## src/rtl/instr_fetch_queue.sv

```systemverilog
// Instruction fetch queue: credit-limited sequential fetch into an in-order FIFO,
// with a redirect flush that discards both queued words and words still in flight.
module instr_fetch_queue #(
  parameter int          DEPTH    = 4,
  parameter logic [31:0] RESET_PC = 32'h0000_0000,
  parameter logic [31:0] NOP      = 32'h0000_0013
) (
  input  logic        clk,
  input  logic        rst_n,
  output logic        imem_req,
  output logic [31:0] imem_addr,
  input  logic        imem_ready,
  input  logic        imem_rvalid,
  input  logic [31:0] imem_rdata,
  input  logic        redirect_valid,
  input  logic [31:0] redirect_pc,
  output logic        IFQ_valid,
  output logic [31:0] IFQ_Instr,
  output logic [31:0] IFQ_PC,
  input  logic        DU_ready
);
  localparam int            PW      = $clog2(DEPTH);
  localparam int            CW      = PW + 1;
  localparam logic [CW-1:0] DEPTH_C = CW'(DEPTH);
  localparam logic [CW:0]   DEPTH_S = {1'b0, DEPTH_C};

  logic [31:0]   fetch_pc_q, fetch_pc_d;
  logic [PW-1:0] rd_ptr_q, rd_ptr_d, wr_ptr_q, wr_ptr_d;
  logic [PW-1:0] ifl_rd_q, ifl_rd_d, ifl_wr_q, ifl_wr_d;
  logic [CW-1:0] count_q, count_d;
  logic [CW-1:0] outst_q, outst_d;
  logic [CW-1:0] drop_q, drop_d;

  logic [31:0]   fifo_pc_q    [DEPTH];
  logic [31:0]   fifo_instr_q [DEPTH];
  logic [31:0]   ifl_pc_q     [DEPTH];

  logic [CW:0]   credit_used;
  logic [CW:0]   drop_sum;
  logic          issue;
  logic          ret_any;
  logic          ret_drop;
  logic          ret_push;
  logic          deq;

  // Slots already promised (queued + in flight) gate new requests, so a return never finds the FIFO full.
  assign credit_used = {1'b0, count_q} + {1'b0, outst_q};
  assign imem_req    = rst_n & ~redirect_valid & (credit_used < DEPTH_S);
  assign imem_addr   = fetch_pc_q;
  assign issue       = imem_req & imem_ready;

  assign ret_drop = imem_rvalid & (drop_q != '0);
  assign ret_any  = imem_rvalid & ((drop_q != '0) | (outst_q != '0));
  assign ret_push = imem_rvalid & (drop_q == '0) & (outst_q != '0) & ~redirect_valid;

  assign IFQ_valid = rst_n & (count_q != '0);
  assign IFQ_Instr = IFQ_valid ? fifo_instr_q[rd_ptr_q] : NOP;
  assign IFQ_PC    = IFQ_valid ? fifo_pc_q[rd_ptr_q]    : 32'h0;
  assign deq       = IFQ_valid & DU_ready & ~redirect_valid;

  // A return arriving in the redirect cycle is consumed here, so it must not be counted as still owed.
  assign drop_sum = {1'b0, drop_q} + {1'b0, outst_q} - (CW+1)'(ret_any);

  always_comb begin
    fetch_pc_d = fetch_pc_q;
    rd_ptr_d   = rd_ptr_q;
    wr_ptr_d   = wr_ptr_q;
    ifl_rd_d   = ifl_rd_q;
    ifl_wr_d   = ifl_wr_q;
    count_d    = count_q;
    outst_d    = outst_q;
    drop_d     = drop_q;
    if (redirect_valid) begin
      fetch_pc_d = redirect_pc & ~32'h3;
      rd_ptr_d   = '0;
      wr_ptr_d   = '0;
      ifl_rd_d   = '0;
      ifl_wr_d   = '0;
      count_d    = '0;
      outst_d    = '0;
      drop_d     = drop_sum[CW-1:0];
    end else begin
      if (issue) begin
        fetch_pc_d = fetch_pc_q + 32'd4;
        ifl_wr_d   = ifl_wr_q + 1'b1;
      end
      if (ret_push) begin
        ifl_rd_d = ifl_rd_q + 1'b1;
        wr_ptr_d = wr_ptr_q + 1'b1;
      end
      if (deq) begin
        rd_ptr_d = rd_ptr_q + 1'b1;
      end
      count_d = count_q + CW'(ret_push) - CW'(deq);
      outst_d = outst_q + CW'(issue) - CW'(ret_push);
      drop_d  = drop_q - CW'(ret_drop);
    end
  end

  always_ff @(posedge clk) begin
    if (!rst_n) begin
      fetch_pc_q <= RESET_PC;
      rd_ptr_q   <= '0;
      wr_ptr_q   <= '0;
      ifl_rd_q   <= '0;
      ifl_wr_q   <= '0;
      count_q    <= '0;
      outst_q    <= '0;
      drop_q     <= '0;
    end else begin
      fetch_pc_q <= fetch_pc_d;
      rd_ptr_q   <= rd_ptr_d;
      wr_ptr_q   <= wr_ptr_d;
      ifl_rd_q   <= ifl_rd_d;
      ifl_wr_q   <= ifl_wr_d;
      count_q    <= count_d;
      outst_q    <= outst_d;
      drop_q     <= drop_d;
    end
  end

  // Storage arrays carry no reset; occupancy counters alone define what is valid.
  always_ff @(posedge clk) begin
    if (issue) begin
      ifl_pc_q[ifl_wr_q] <= fetch_pc_q;
    end
    if (ret_push) begin
      fifo_pc_q[wr_ptr_q]    <= ifl_pc_q[ifl_rd_q];
      fifo_instr_q[wr_ptr_q] <= imem_rdata;
    end
  end

  always @(posedge clk) begin
    if (rst_n) begin
      assert (!(imem_rvalid && (drop_q == '0) && (outst_q == '0)));
      assert (!(ret_push && (count_q == DEPTH_C) && !deq));
      assert (!redirect_valid || (drop_sum <= DEPTH_S));
    end
  end

endmodule
```

## config.mk

```make
export PLATFORM = sky130hd
export DESIGN_NAME = instr_fetch_queue
export DESIGN_NICKNAME = d
export VERILOG_FILES = /design/src/rtl/instr_fetch_queue.sv
export SDC_FILE = /design/constraint.sdc
export NUM_CORES = 1
export LEC_CHECK = 0
export ABC_AREA = 1
export BUFFER_PORTS_ARGS = -buffer_cell sky130_fd_sc_hd__buf_2
export CORE_MARGIN = 8
export CORE_UTILIZATION = 41
export DETAILED_ROUTE_END_ITERATION = 7
export GPL_TIMING_DRIVEN = 0
export PLACE_DENSITY = 0.64
export SKIP_LAST_GASP = 1
export SYNTH_ARGS = -nofsm -noshare
export SYNTH_HDL_FRONTEND = slang
export SYNTH_SLANG_ARGS = --single-unit
```

## constraint.sdc

```tcl
create_clock -name clk -period 6.5 [get_ports clk]
set_clock_uncertainty 0.05 [all_clocks]
set_input_delay 0.975 -clock clk [delete_from_list [all_inputs] [get_ports clk]]
set_output_delay 0.975 -clock clk [all_outputs]
set_load 0.02 [all_outputs]
```

# Yosys cells after proc, flatten, opt, wreduce, memory -nomap -nowiden
# Memories as Yosys holds them, arrays and structs flattened. A register that Yosys moved wholly into a read port is not among the register bits.
# Cells that the tools add are included.
# W data, S select, Z words.
[totals]
reg_bits = 49
mem_bits_rw = 384
out_inout_bits = 98
memories = 3
[classes]
add_sub_neg = 13
magnitude_cmp = 1
n_mux = 15
bitwise = 14
reduce_logical = 6
[memory_table]
columns = ["memory", "words", "width", "rd", "rd_ports_with_merged_regs", "write_ports", "line", "source"]
rows = [
  ["fifo_instr_q", 4, 32, 1, 1, 1, "35", "logic [31:0] fifo_instr_q [DEPTH];"],
  ["fifo_pc_q", 4, 32, 1, 1, 1, "34", "logic [31:0] fifo_pc_q [DEPTH];"],
  ["ifl_pc_q", 4, 32, 1, 1, 1, "36", "logic [31:0] ifl_pc_q [DEPTH];"],
]
[op_table]
columns = ["op", "count"]
rows = [
  ["$mux W32", 4],
  ["$add A32 B3 Y32 const B", 1],
  ["$mux W2", 6],
  ["$sub A3 B1 Y3", 4],
  ["$and A1 B1 Y1", 11],
  ["$reduce_bool A3 Y1", 3],
  ["$add A2 B1 Y2 const B", 4],
  ["$add A3 B1 Y3", 2],
  ["$add A3 B3 Y4", 1],
  ["$lt A4 B3 Y1 const B", 1],
  ["$mux W1", 4],
  ["$add A3 B3 Y3", 1],
  ["$logic_not A3 Y1", 1],
  ["$mux W3", 1],
  ["$not A1 Y1", 2],
  ["$reduce_bool A2 Y1", 1],
  ["$reduce_or A2 Y1", 1],
  ["$or A1 B1 Y1", 1],
]

# Logic depth before layout (Yosys ltp)
[logic_depth]
word_depth = 6
mapped_depth = 13
mapped_depth_nobuf = 12

# Worst setup path after synthesis
# OpenSTA, ideal clock, no wires.
[synth_path]
path_type = "input -> register"
from = "input port redirect_valid"
to = "memory fifo_instr_q[0][0], enable pin"
setup_time_ns = 0.482
arrival_ns = 4.037
setup_slack_ns = 1.931
cell_stages = 5
cell_sequence = "buf_6 > inv_4 > nand4_1 > buf_2 > nor2_1"
[synth_between]
elab_chain_cells = 4
[synth_lines]
columns = ["item", "line", "source"]
rows = [
  ["from (decl)", "15", "input logic redirect_valid,"],
  ["$not A1 Y1", "54", "assign ret_push = imem_rvalid & (drop_q == '0) & (outst_q != '0) & ~redirect_valid;"],
  ["$and A1 B1 Y1", "54", ""],
  ["$mux W1", "127", "if (ret_push) begin"],
  ["$mux W1 (implied by the code)", "129", "fifo_instr_q[wr_ptr_q] <= imem_rdata;"],
  ["to (decl)", "35", ""],
]
# Every way passes these cells.

# Worst setup path in the final report
[layout_path]
from = "input port rst_n"
to = "output port IFQ_Instr[1]"
[layout_between]
elab_chain_cells = 2
[layout_lines]
columns = ["item", "line", "source"]
rows = [
  ["from (decl)", "9", "input logic rst_n,"],
  ["$and A1 B1 Y1", "56", "assign IFQ_valid = rst_n & (count_q != '0);"],
  ["$mux W32", "57", "assign IFQ_Instr = IFQ_valid ? fifo_instr_q[rd_ptr_q] : NOP;"],
  ["to (decl)", "18", "output logic [31:0] IFQ_Instr,"],
]
# Every way passes these cells.

==> summary.md <==
| Metric | Value |
|---|---|
| Hold depth | 2 |
| Top post-synthesis cells by count | nor2_1, edfxtp_1, o21ai_0 |
| Skew-Pair Late Insertion Delay | 0.56 ns |
| Final setup margin | 2.69 ns |
| Yosys top cell by area | edfxtp_1 |
| R2R Path End | outst_q[2] |
| Post-Layout Inst Area | 0.0206 mm2 |
| Hold Path End | rd_ptr_q[1] |
| Largest net degree at the start of global routing | 31 |
| Die W | 222 um |
| Pwr Density | 268 mW/mm2 |
| Netlist cell types | 37 |
| Routed length per instance | 18.6 um |
| Cts hold-fix bufs | 0 |
| Pwr Total | 5.52 mW |
| Core area | 0.0420 mm2 |
| Post-synthesis cell count | 1,570 |
| WS Path Type | in2out |
| DP HPWL | 29,300 um |
| Port Buf Inserts | 160 |
| Status | completed |
| Synth top area share | 63.3% |
| Slew headroom | 38.1% |
| Fin. Hold Viols | 0 |
| Max IR drop VDD | 0.193 mV |
| Leak | 7.64 nW |
| Post-Syn Area | 0.0175 mm2 |
| Sequential fraction of the synthesis area | 69.1% |
| Die H | 222 um |
| Final hold slack | 0.432 ns |
| Worst setup slack after placement | 2.70 ns |
| GRT Total Usage | 17.3% |
| DR iter-0 viols | 1,057 |
| Sw Share | 21.1% |
| P_int | 4.35 mW |
| Share of layout cells above drive strength 1 | 16.1% |
| ANT nets after route | 0 |
| Final setup vio count | 0 |
| Cts repair resizes | 0 |
| RSZ-0062 raised after global routing | no |
| First-pass GRT wire length | 67,700 um |
| F_max | 262 MHz |
| Vias per inst | 5.12 |
| Dpl cell area | 0.0193 mm2 |
| Worst Path Arrival | 2.79 ns |
| I/O pins | 168 |
| Root buf cell | clkbuf_16 |
| R2R depth | 13 |
| Worst Tran Pin Value | 0.926 ns |
| CTS tree | built |
| Max Cap Violations | 0 |
| Post-synth EDFFs | 368 |
| Synth-to-layout area growth | 17.8% |
| Ys flop type | edfxtp_1 |
| Most common cell in the netlist | nor2_1 |
| Post-route DRC | 0 |
| NetSw | 1.17 mW |
| FF+latch count, synth | 419 |
| Worst reg2reg path startpoint | outst_q[1] |
| Routability cong. | 0.826 |
| Crit path capture type | output pin |
| Final max-slew violation count | 0 |
| Clk buf depth | 3 |
| Starting Density | 41.5% |
| Total grt overflow | 0 |
| # rows | 75 |
| Total CTS buffers | 43 |
| Number of global-route vias before repair | 12,100 |
| CP Data Required Time | 5.47 ns |
| Top cells by area, synth | edfxtp_1, nor2_1, dfxtp_1 |
| DR vias | 12,100 |
| Startpoint Class | primary input |
| Clock share of power | 42.3% |
| Crit path max fanout | 10 |
| Post-Syn Area per Cell | 11.1 um2 |
| Nets | 1,882 |
| Synth warnings | 0 |
| Post-layout min period | 3.81 ns |
| Asr flop ratio synth | 0% |
| Clock slew at reported path FFs | 0.06 ns |
| Die area | 0.0494 mm2 |
| Worst min path class | reg2reg |
| Initial antenna violation count | 0 |
| Tcrit/Tclk final | 58.6% |
| CTS H-tree lvls | 2 |
| Post-CTS Setup Inserts | 0 |
| Clock Sinks | 419 |
| R2r setup slk | 3.75 ns |
| Final wirelength | 44,000 um |
| Seq pwr share | 54.1% |
| Hold_sp | rd_ptr_q[1] |
| Iteration count of the initial detailed-routing pass | 7 |
| Gate power share | 3.6% |
## logic make-up after synthesis
kind of cell | synth area share, %
simple gates | 14.2
flops | 69.1
compound gates | 9.77
buf+inv | 4.43
fa+ha+maj | 1.78
xor+xnor | 0.652
other cells | 0.0215
## per-layer routing
| layer | up-vias | part of all wire (%) | global-route usage, % |
|---|---|---|---|
| met5 | - | 0 | 0 |
| met2 | 427 | 49 | 29.6 |
| met1 | 5717 | 43 | 22.3 |
| li1 | 5872 | - | - |
| met3 | 62 | 6.6 | 3.08 |
| met4 | 0 | 2.2 | 5.06 |
## sequential cells by signal (all words and copies together), names as in the netlist, named ones only
register and count:
fifo_pc_q 120, count_q 3, wr_ptr_q 2, ifl_rd_q 2, outst_q 3, fifo_instr_q 128
rd_ptr_q 2, ifl_pc_q 120, imem_addr 30, drop_q 3, ifl_wr_q 2
## placed cells by master, fill, tap and decap left out, types with 2 or more instances in the layout
master / netlist / final
xnor2_1: 10 / 10
diode_2: 0 / 2
clkinv_2: 0 / 5
inv_2: 3 / 3
nor2_1: 371 / 363
nand4_1: 2 / 2
o21bai_1: 5 / 5
inv_6: 0 / 2
nand2_1: 142 / 142
buf_6: 6 / 6
clkbuf_1: 53 / 65
clkbuf_8: 0 / 2
buf_1: 4 / 4
nand2_2: 4 / 4
fa_1: 3 / 3
dfxtp_1: 51 / 51
nor2_2: 4 / 4
clkinv_1: 0 / 5
clkinvlp_4: 0 / 2
nor2_4: 8 / 16
xor2_1: 3 / 3
a21oi_1: 93 / 93
buf_12: 0 / 8
nor3_1: 2 / 2
nand2_4: 3 / 3
o21ai_0: 194 / 194
ha_1: 20 / 20
buf_4: 6 / 6
nand3_1: 66 / 66
clkbuf_16: 0 / 45
buf_16: 0 / 3
conb_1: 1 / 4
buf_2: 18 / 178
o311ai_0: 3 / 3
inv_1: 88 / 88
edfxtp_1: 368 / 368
o22ai_1: 30 / 30
## critical path: stages
cell and delay [ns]:
buf_2 0.14, nand2_1 0.42, clkbuf_1 0.50, inv_1 0.22, o311ai_0 0.24, buf_2 0.28
## stage by stage
| step | setup TNS, ns | util [%] | cells |
|---|---|---|---|
| after floorplan | 0 | - | 1573 |
| after global placement | -74.42 | 45.1 | 2272 |
| after detailed placement | 0 | 45.8 | 2283 |
| after CTS | 0 | 48.9 | 2358 |
| after global routing | 0 | 48.9 | 2358 |
| final | 0 | 48.9 | 2360 |
## how the worst max path moves through the flow
stage	startpoint	end	depth (start not counted)
2_1_floorplan	redirect_valid	fifo_instr_q[0][0]	5
3_3_place_gp	redirect_valid	fifo_instr_q[1][28]	5
3_5_place_dp	rst_n	IFQ_Instr[1]	6
4_1_cts	rst_n	IFQ_Instr[1]	6
5_1_grt	rst_n	IFQ_Instr[1]	6
6_report	rst_n	IFQ_Instr[1]	6
## final cells by class
cell class / instances / area [um2]
Tap cell: 539 / 674
Clock buffer: 59 / 1200
Buffer: 87 / 417
Clock inverter: 16 / 123
Sequential cell: 419 / 12100
Timing Repair Buffer: 171 / 1040
Multi-Input combinational cell: 974 / 4690
Fill cell: 3819 / 21500
Antenna cell: 2 / 5.00
Inverter: 93 / 357
## power groups by stage
stage	logic (mW)	clock network (mW)	registers, mW
2_1_floorplan	0.106	0	3.04
3_3_place_gp	0.187	0	3.04
3_5_place_dp	0.196	0	3.04
4_1_cts	0.197	2.37	2.99
5_1_grt	0.220	2.46	2.99
6_report	0.197	2.34	2.99
Note: power is estimated with default switching activity, not from simulation.
